===== src/rtl/wg_dispatcher_if.sv =====
// Dispatcher <-> compute-unit bundle: work-group offers, completions and sleep requests.
// The master side belongs to wg_dispatcher, the slave side to the compute-unit array.
interface wg_dispatcher_if #(
    parameter int NUM_CU = 4,
    parameter int WG_W   = 16
);
    logic [NUM_CU-1:0]      cu_ready_i;
    logic [NUM_CU-1:0]      cu_valid_o;
    logic [NUM_CU*WG_W-1:0] cu_wg_id_o;
    logic [NUM_CU-1:0]      cu_done_i;
    logic [NUM_CU-1:0]      cu_sleep_req_o;

    modport master (
        input  cu_ready_i,
        input  cu_done_i,
        output cu_valid_o,
        output cu_wg_id_o,
        output cu_sleep_req_o
    );

    modport slave (
        output cu_ready_i,
        output cu_done_i,
        input  cu_valid_o,
        input  cu_wg_id_o,
        input  cu_sleep_req_o
    );
endinterface


===== src/rtl/wg_dispatcher.sv =====
// Kernel work-group dispatcher: round-robin hand-out of IDs 0..N-1, CU sleep requests, done pulse.
// Optional kernel cycle counter enabled by defining WG_DISPATCHER_PERF_EN.
module wg_dispatcher #(
    parameter int NUM_CU = 4,
    parameter int WG_W   = 16
) (
    input  logic            clk_i,
    input  logic            rst_ni,
    input  logic            start_i,
    input  logic [WG_W-1:0] num_wg_i,
    output logic            busy_o,
    output logic            done_o,
    wg_dispatcher_if.master cu
`ifdef WG_DISPATCHER_PERF_EN
    ,
    output logic [31:0]     kernel_cycles_o
`endif
);
    localparam int PTR_W = (NUM_CU > 1) ? $clog2(NUM_CU) : 1;

    typedef enum logic [1:0] {
        ST_IDLE     = 2'd0,
        ST_DISPATCH = 2'd1,
        ST_DRAIN    = 2'd2,
        ST_DONE     = 2'd3
    } state_t;

    state_t            state_r, state_nx_s;
    logic [WG_W-1:0]   total_r, next_id_r, next_id_inc_s;
    logic [WG_W:0]     completed_r, done_cnt_s;
    logic [PTR_W-1:0]  rr_ptr_r, grant_idx_s, rr_nx_s;
    logic [NUM_CU-1:0] cu_busy_r, sleep_sent_r;
    logic [NUM_CU-1:0] eligible_s, grant_s, done_hit_s, sleep_req_s;
    logic              fire_s, start_acc_s;

    assign start_acc_s   = (state_r == ST_IDLE) && start_i;
    assign eligible_s    = cu.cu_ready_i & ~cu_busy_r;
    assign done_hit_s    = cu.cu_done_i & cu_busy_r;
    assign fire_s        = |(grant_s & cu.cu_ready_i);
    assign next_id_inc_s = next_id_r + WG_W'(1);
    assign rr_nx_s       = (grant_idx_s == PTR_W'(NUM_CU - 1)) ? PTR_W'(0) : (grant_idx_s + PTR_W'(1));
    assign sleep_req_s   = (state_r == ST_DRAIN) ? (~cu_busy_r & ~sleep_sent_r) : {NUM_CU{1'b0}};

    // Round-robin grant: scanning downward lets the candidate closest to rr_ptr_r win
    always_comb begin
        grant_s     = '0;
        grant_idx_s = '0;
        if (state_r == ST_DISPATCH) begin
            for (int i = NUM_CU - 1; i >= 0; i--) begin
                if (eligible_s[(int'(rr_ptr_r) + i) % NUM_CU]) begin
                    grant_idx_s = PTR_W'((int'(rr_ptr_r) + i) % NUM_CU);
                end else begin
                    grant_idx_s = grant_idx_s;
                end
            end
            grant_s[grant_idx_s] = eligible_s[grant_idx_s];
        end else begin
            grant_s     = '0;
            grant_idx_s = '0;
        end
    end

    // Number of genuine completions this cycle (dones from idle CUs are dropped)
    always_comb begin
        done_cnt_s = '0;
        for (int k = 0; k < NUM_CU; k++) begin
            done_cnt_s = done_cnt_s + (WG_W+1)'(done_hit_s[k]);
        end
    end

    // Next-state decode
    always_comb begin
        state_nx_s = state_r;
        case (state_r)
            ST_IDLE: begin
                if (start_i) begin
                    state_nx_s = (num_wg_i != '0) ? ST_DISPATCH : ST_DRAIN;
                end else begin
                    state_nx_s = ST_IDLE;
                end
            end
            ST_DISPATCH: begin
                if (fire_s && (next_id_inc_s == total_r)) begin
                    state_nx_s = ST_DRAIN;
                end else begin
                    state_nx_s = ST_DISPATCH;
                end
            end
            ST_DRAIN: begin
                if ((completed_r == {1'b0, total_r}) && (&sleep_sent_r)) begin
                    state_nx_s = ST_DONE;
                end else begin
                    state_nx_s = ST_DRAIN;
                end
            end
            ST_DONE:  state_nx_s = ST_IDLE;
            default:  state_nx_s = ST_IDLE;
        endcase
    end

    // State register
    always_ff @(posedge clk_i or negedge rst_ni) begin
        if (!rst_ni) begin
            state_r <= ST_IDLE;
        end else begin
            state_r <= state_nx_s;
        end
    end

    // Kernel bookkeeping; rr_ptr_r deliberately survives across kernels
    always_ff @(posedge clk_i or negedge rst_ni) begin
        if (!rst_ni) begin
            total_r      <= '0;
            next_id_r    <= '0;
            completed_r  <= '0;
            rr_ptr_r     <= '0;
            cu_busy_r    <= '0;
            sleep_sent_r <= '0;
        end else if (start_acc_s) begin
            total_r      <= num_wg_i;
            next_id_r    <= '0;
            completed_r  <= '0;
            cu_busy_r    <= '0;
            sleep_sent_r <= '0;
        end else begin
            completed_r  <= completed_r + done_cnt_s;
            cu_busy_r    <= (cu_busy_r & ~done_hit_s) | grant_s;
            sleep_sent_r <= sleep_sent_r | sleep_req_s;
            if (fire_s) begin
                next_id_r <= next_id_inc_s;
                rr_ptr_r  <= rr_nx_s;
            end
        end
    end

    assign busy_o            = (state_r != ST_IDLE);
    assign done_o            = (state_r == ST_DONE);
    assign cu.cu_valid_o     = grant_s;
    assign cu.cu_wg_id_o     = {NUM_CU{next_id_r}};
    assign cu.cu_sleep_req_o = sleep_req_s;

`ifdef WG_DISPATCHER_PERF_EN
    logic [31:0] kernel_cycles_r;

    // Saturating count of non-IDLE cycles, held in IDLE until the next start
    always_ff @(posedge clk_i or negedge rst_ni) begin
        if (!rst_ni) begin
            kernel_cycles_r <= 32'd0;
        end else if (start_acc_s) begin
            kernel_cycles_r <= 32'd0;
        end else if ((state_r != ST_IDLE) && (kernel_cycles_r != 32'hFFFF_FFFF)) begin
            kernel_cycles_r <= kernel_cycles_r + 32'd1;
        end
    end

    assign kernel_cycles_o = kernel_cycles_r;
`endif
endmodule


===== src/flat_wrapper.sv =====
// flat-port wrapper written by rule: the top's interface ports become plain ports
module wg_dispatcher_flat 
#(
    parameter int NUM_CU = 4,
    parameter int WG_W   = 16
)
  (clk_i, rst_ni, start_i, num_wg_i, busy_o, done_o, cu_cu_ready_i, cu_cu_done_i, cu_cu_valid_o, cu_cu_wg_id_o, cu_cu_sleep_req_o);
  wg_dispatcher_if #(.NUM_CU(NUM_CU), .WG_W(WG_W)) cu_i ();
  input  logic clk_i;
  input  logic rst_ni;
  input  logic start_i;
  input  logic [WG_W-1:0] num_wg_i;
  output logic busy_o;
  output logic done_o;
  input wire logic [$bits(cu_i.cu_ready_i)-1:0] cu_cu_ready_i;
  input wire logic [$bits(cu_i.cu_done_i)-1:0] cu_cu_done_i;
  output wire logic [$bits(cu_i.cu_valid_o)-1:0] cu_cu_valid_o;
  output wire logic [$bits(cu_i.cu_wg_id_o)-1:0] cu_cu_wg_id_o;
  output wire logic [$bits(cu_i.cu_sleep_req_o)-1:0] cu_cu_sleep_req_o;
  assign cu_i.cu_ready_i = cu_cu_ready_i;
  assign cu_i.cu_done_i = cu_cu_done_i;
  assign cu_cu_valid_o = cu_i.cu_valid_o;
  assign cu_cu_wg_id_o = cu_i.cu_wg_id_o;
  assign cu_cu_sleep_req_o = cu_i.cu_sleep_req_o;
  wg_dispatcher #(.NUM_CU(NUM_CU), .WG_W(WG_W)) u_core (.clk_i(clk_i), .rst_ni(rst_ni), .start_i(start_i), .num_wg_i(num_wg_i), .busy_o(busy_o), .done_o(done_o), .cu(cu_i));
endmodule

===== config.mk =====
export PLATFORM = sky130hd
export DESIGN_NAME = wg_dispatcher_flat
export DESIGN_NICKNAME = d
export VERILOG_FILES = /design/src/rtl/wg_dispatcher_if.sv /design/src/rtl/wg_dispatcher.sv /design/src/flat_wrapper.sv
export SDC_FILE = /design/constraint.sdc
export NUM_CORES = 1
export LEC_CHECK = 0
export BUFFER_PORTS_ARGS = -buffer_cell sky130_fd_sc_hd__buf_2
export CAP_MARGIN = 20
export CORE_UTILIZATION = 30
export DETAILED_ROUTE_END_ITERATION = 10
export PLACE_DENSITY = 0.54
export REMOVE_ABC_BUFFERS = 1
export SLEW_MARGIN = 20
export SYNTH_ARGS = -nofsm -noshare
export SYNTH_HDL_FRONTEND = slang
export SYNTH_SLANG_ARGS = --single-unit

===== constraint.sdc =====
create_clock -name clk_i -period 5.8 [get_ports clk_i]
set_input_delay 1.45 -clock clk_i [delete_from_list [all_inputs] [get_ports clk_i]]
set_output_delay 1.45 -clock clk_i [all_outputs]
set_load 0.05 [all_outputs]

==> metrics.txt <==
Critical Path RT 4350 ps; Mapped Cells 490; Worst-Skew Late Latency 330 ps; detailed placement HPWL 7575 um; total number of vias 3528; Worst-path clk slew 50 ps; most frequent cell after synthesis nand2_1; DR iter-0 viols 326; element type at the critical path end output port; fin crit share 0.7621; Post-route DRC 0; adder-cell share of the synthesized area 0.02735; mux contribution to synthesized area 0.007432; CP Launch Type input port; Core ar. 13450 sq um; # nets final 571; top_reg_cell synth dfrtp_1; Num CTS Buffers 9; clock buffer depth 2; warnings from Yosys 0; vias per inst 4.921; clock sinks 61; Root Driver clkbuf_16; Synth Area in Simple Gates 0.2604; Die Span X 120.5 um; RSZ-0062 raised after global routing false; initial antenna violation count 0; Syn Area/Cell 8.590 sq um; Max-Cap Viols 0; First-pass DRT Iterations 4; Initial Util 0.3129; setup TNS 0 ps; Die Ht 120.5 um; Post-CTS Setup Inserts 0; post-synthesis cell type count 56; top cells by area, synth dfrtp_1, buf_4, nand2_1, xor2_1, xnor2_1; CTS H-tree lvls 3; Final Critical Period 4420 ps; Max Transition Viols Final 0; register area share after synthesis 0.3627; share of post-route cells with drive strength above 1 0.2477; dpl cells 701; Compound-Gate Fraction of Synth Area 0.1192; status finished clean; diode count 0; first-pass GRT wire length 16960 um; Crit Path Category in2out; count of final hold-check violations 0; Overall Global Routing Usage 0.1520; CTS Hold Bufs 0; GPL Wtd Cong 0.8349; Fmax 226.2 MHz; Die ar. 14510 sq um; EDFF count, synth 0; wire per inst 14.21 um; pwr dens 514.5 nW/um^2; Rel. slew slack 0.4175; CTS tree built; crit path DAT 2970 ps; IO Port Bufs 100; vias in the first global route 3332; Mapped Area 4209 sq um; most frequent cells after synthesis nand2_1, dfrtp_1, buf_4; Leak 2.347 nW; post-cts resize count 0; largest net degree at the start of global routing 62; Yosys top cell by area dfrtp_1; Worst-Margin Slew 870.6 ps; ANT nets after route 0; Final setup viols 0; HP Class reg2reg; #FFs+latches synth 61; remaining global-route overflow 0; CP Max Fanout 7; combinational family with the most area after synthesis simple AND/OR/NAND/NOR gates; Final Non-Filler Cells 717; Synth top area share 0.3627; aggregate routed wire length 10190 um; Post-synth ARST share 1.000; Ports 101; Max IR drop VDD 0.2013 mV; Area Overhead vs Synth 13.59%; Rows 42; Post-Synth XOR/XNOR Area 0.09780; Fin Clk Skew 7.022 ps
==> worst paths after layout <==
kind	startpoint	to	slack, ps	depth (start not counted)
worst max-delay path	cu_cu_ready_i[0]	cu_cu_valid_o[0]	1380	7
worst min-delay path	u_core.sleep_sent_r[2]$_DFF_PN0_	u_core.sleep_sent_r[2]$_DFF_PN0_	510	2
worst max register to register	u_core.cu_busy_r[1]$_DFF_PN0_	u_core.completed_r[14]$_DFF_PN0_	2830	13
worst min register to register	u_core.sleep_sent_r[2]$_DFF_PN0_	u_core.sleep_sent_r[2]$_DFF_PN0_	510	2
max in group asynchronous	rst_ni	u_core.total_r[5]$_DFFE_PN0P_	4010	2
min in group asynchronous	rst_ni	u_core.next_id_r[11]$_DFFE_PN0P_	1280	2
==> state kept, by name (all words and copies together), names as in the netlist <==
register             flops
u_core.total_r          16
u_core.next_id_r        16
u_core.sleep_sent_r      4
u_core.state_r           2
u_core.cu_busy_r         4
u_core.completed_r      17
u_core.rr_ptr_r          2
==> critical path: stages <==
cell and delay [ps]:
buf_2 70, nor2b_1 370, a21o_1 190, a21oi_1 60, o22a_1 250, nor3_1 260, buf_2 310
==> cells in the final DEF, fill, tap and decap left out, types with 4 or more instances in the layout <==
| cell | count |
|---|---|
| buf_2 | 100 |
| nor3_1 | 13 |
| nor3b_1 | 5 |
| nand3b_1 | 4 |
| nand2b_1 | 8 |
| xnor2_1 | 20 |
| nand4_1 | 5 |
| clkbuf_16 | 9 |
| xor2_1 | 27 |
| ha_1 | 6 |
| nor4_1 | 14 |
| and2_1 | 9 |
| or2_2 | 4 |
| nor2_1 | 38 |
| o21a_1 | 7 |
| nor2b_1 | 9 |
| o21ai_0 | 29 |
| nand2_1 | 77 |
| a21oi_1 | 12 |
| nand3_1 | 15 |
| inv_1 | 10 |
| dfrtp_1 | 61 |
| o31ai_1 | 7 |
==> cells by family (layout without fill, tap and decap cells) <==
| logic type | count (synthesis) | in the layout |
|---|---|---|
| simple gates | 215 | 215 |
| compound gates | 78 | 78 |
| buf+inv | 78 | 129 |
| flops | 61 | 61 |
| xor+xnor | 47 | 47 |
| fa+ha+maj | 8 | 8 |
| mux | 3 | 3 |
==> area by class of cell <==
class                      instances  area, sq um
multi-input combinational        351         2158
tap                              176        220.2
clock inverter                     7        90.09
sequential                        61         1526
clock buffer                       9        225.2
inverter                          10        37.54
timing repair buffer             103        523.0
fill                            1375         8672
==> routing by layer <==
layer | up-vias | GRT usage | part of all wire
met5 | - | 0 | 0
li1 | 1733 | - | -
met1 | 1664 | 0.1913 | 0.45
met2 | 112 | 0.2453 | 0.47
met3 | 19 | 0.02642 | 0.045
met4 | 0 | 0.08719 | 0.035
==> power by group <==
part           internal (mW)  switching (mW)
Clock                  0.373           0.197
Sequential             0.548           0.207
Combinational          0.383           0.752
==> metrics by stage <==
| stage | setup slack (ps) | util | hold slack [ps] | area [sq um] | power (mW) |
|---|---|---|---|---|---|
| after floorplan | 840.7 | - | 471.0 | 3720 | 1.585 |
| after global placement | 1478 | 0.3319 | 488.7 | 4466 | 1.882 |
| after detailed placement | 1388 | 0.3319 | 502.9 | 4466 | 1.898 |
| after CTS | 1388 | 0.3554 | 519.7 | 4781 | 2.477 |
| after global routing | 1261 | 0.3554 | 546.2 | 4781 | 2.640 |
| final | 1380 | 0.3554 | 513.8 | 4781 | 2.460 |
Power figures use the tool's default switching activity.
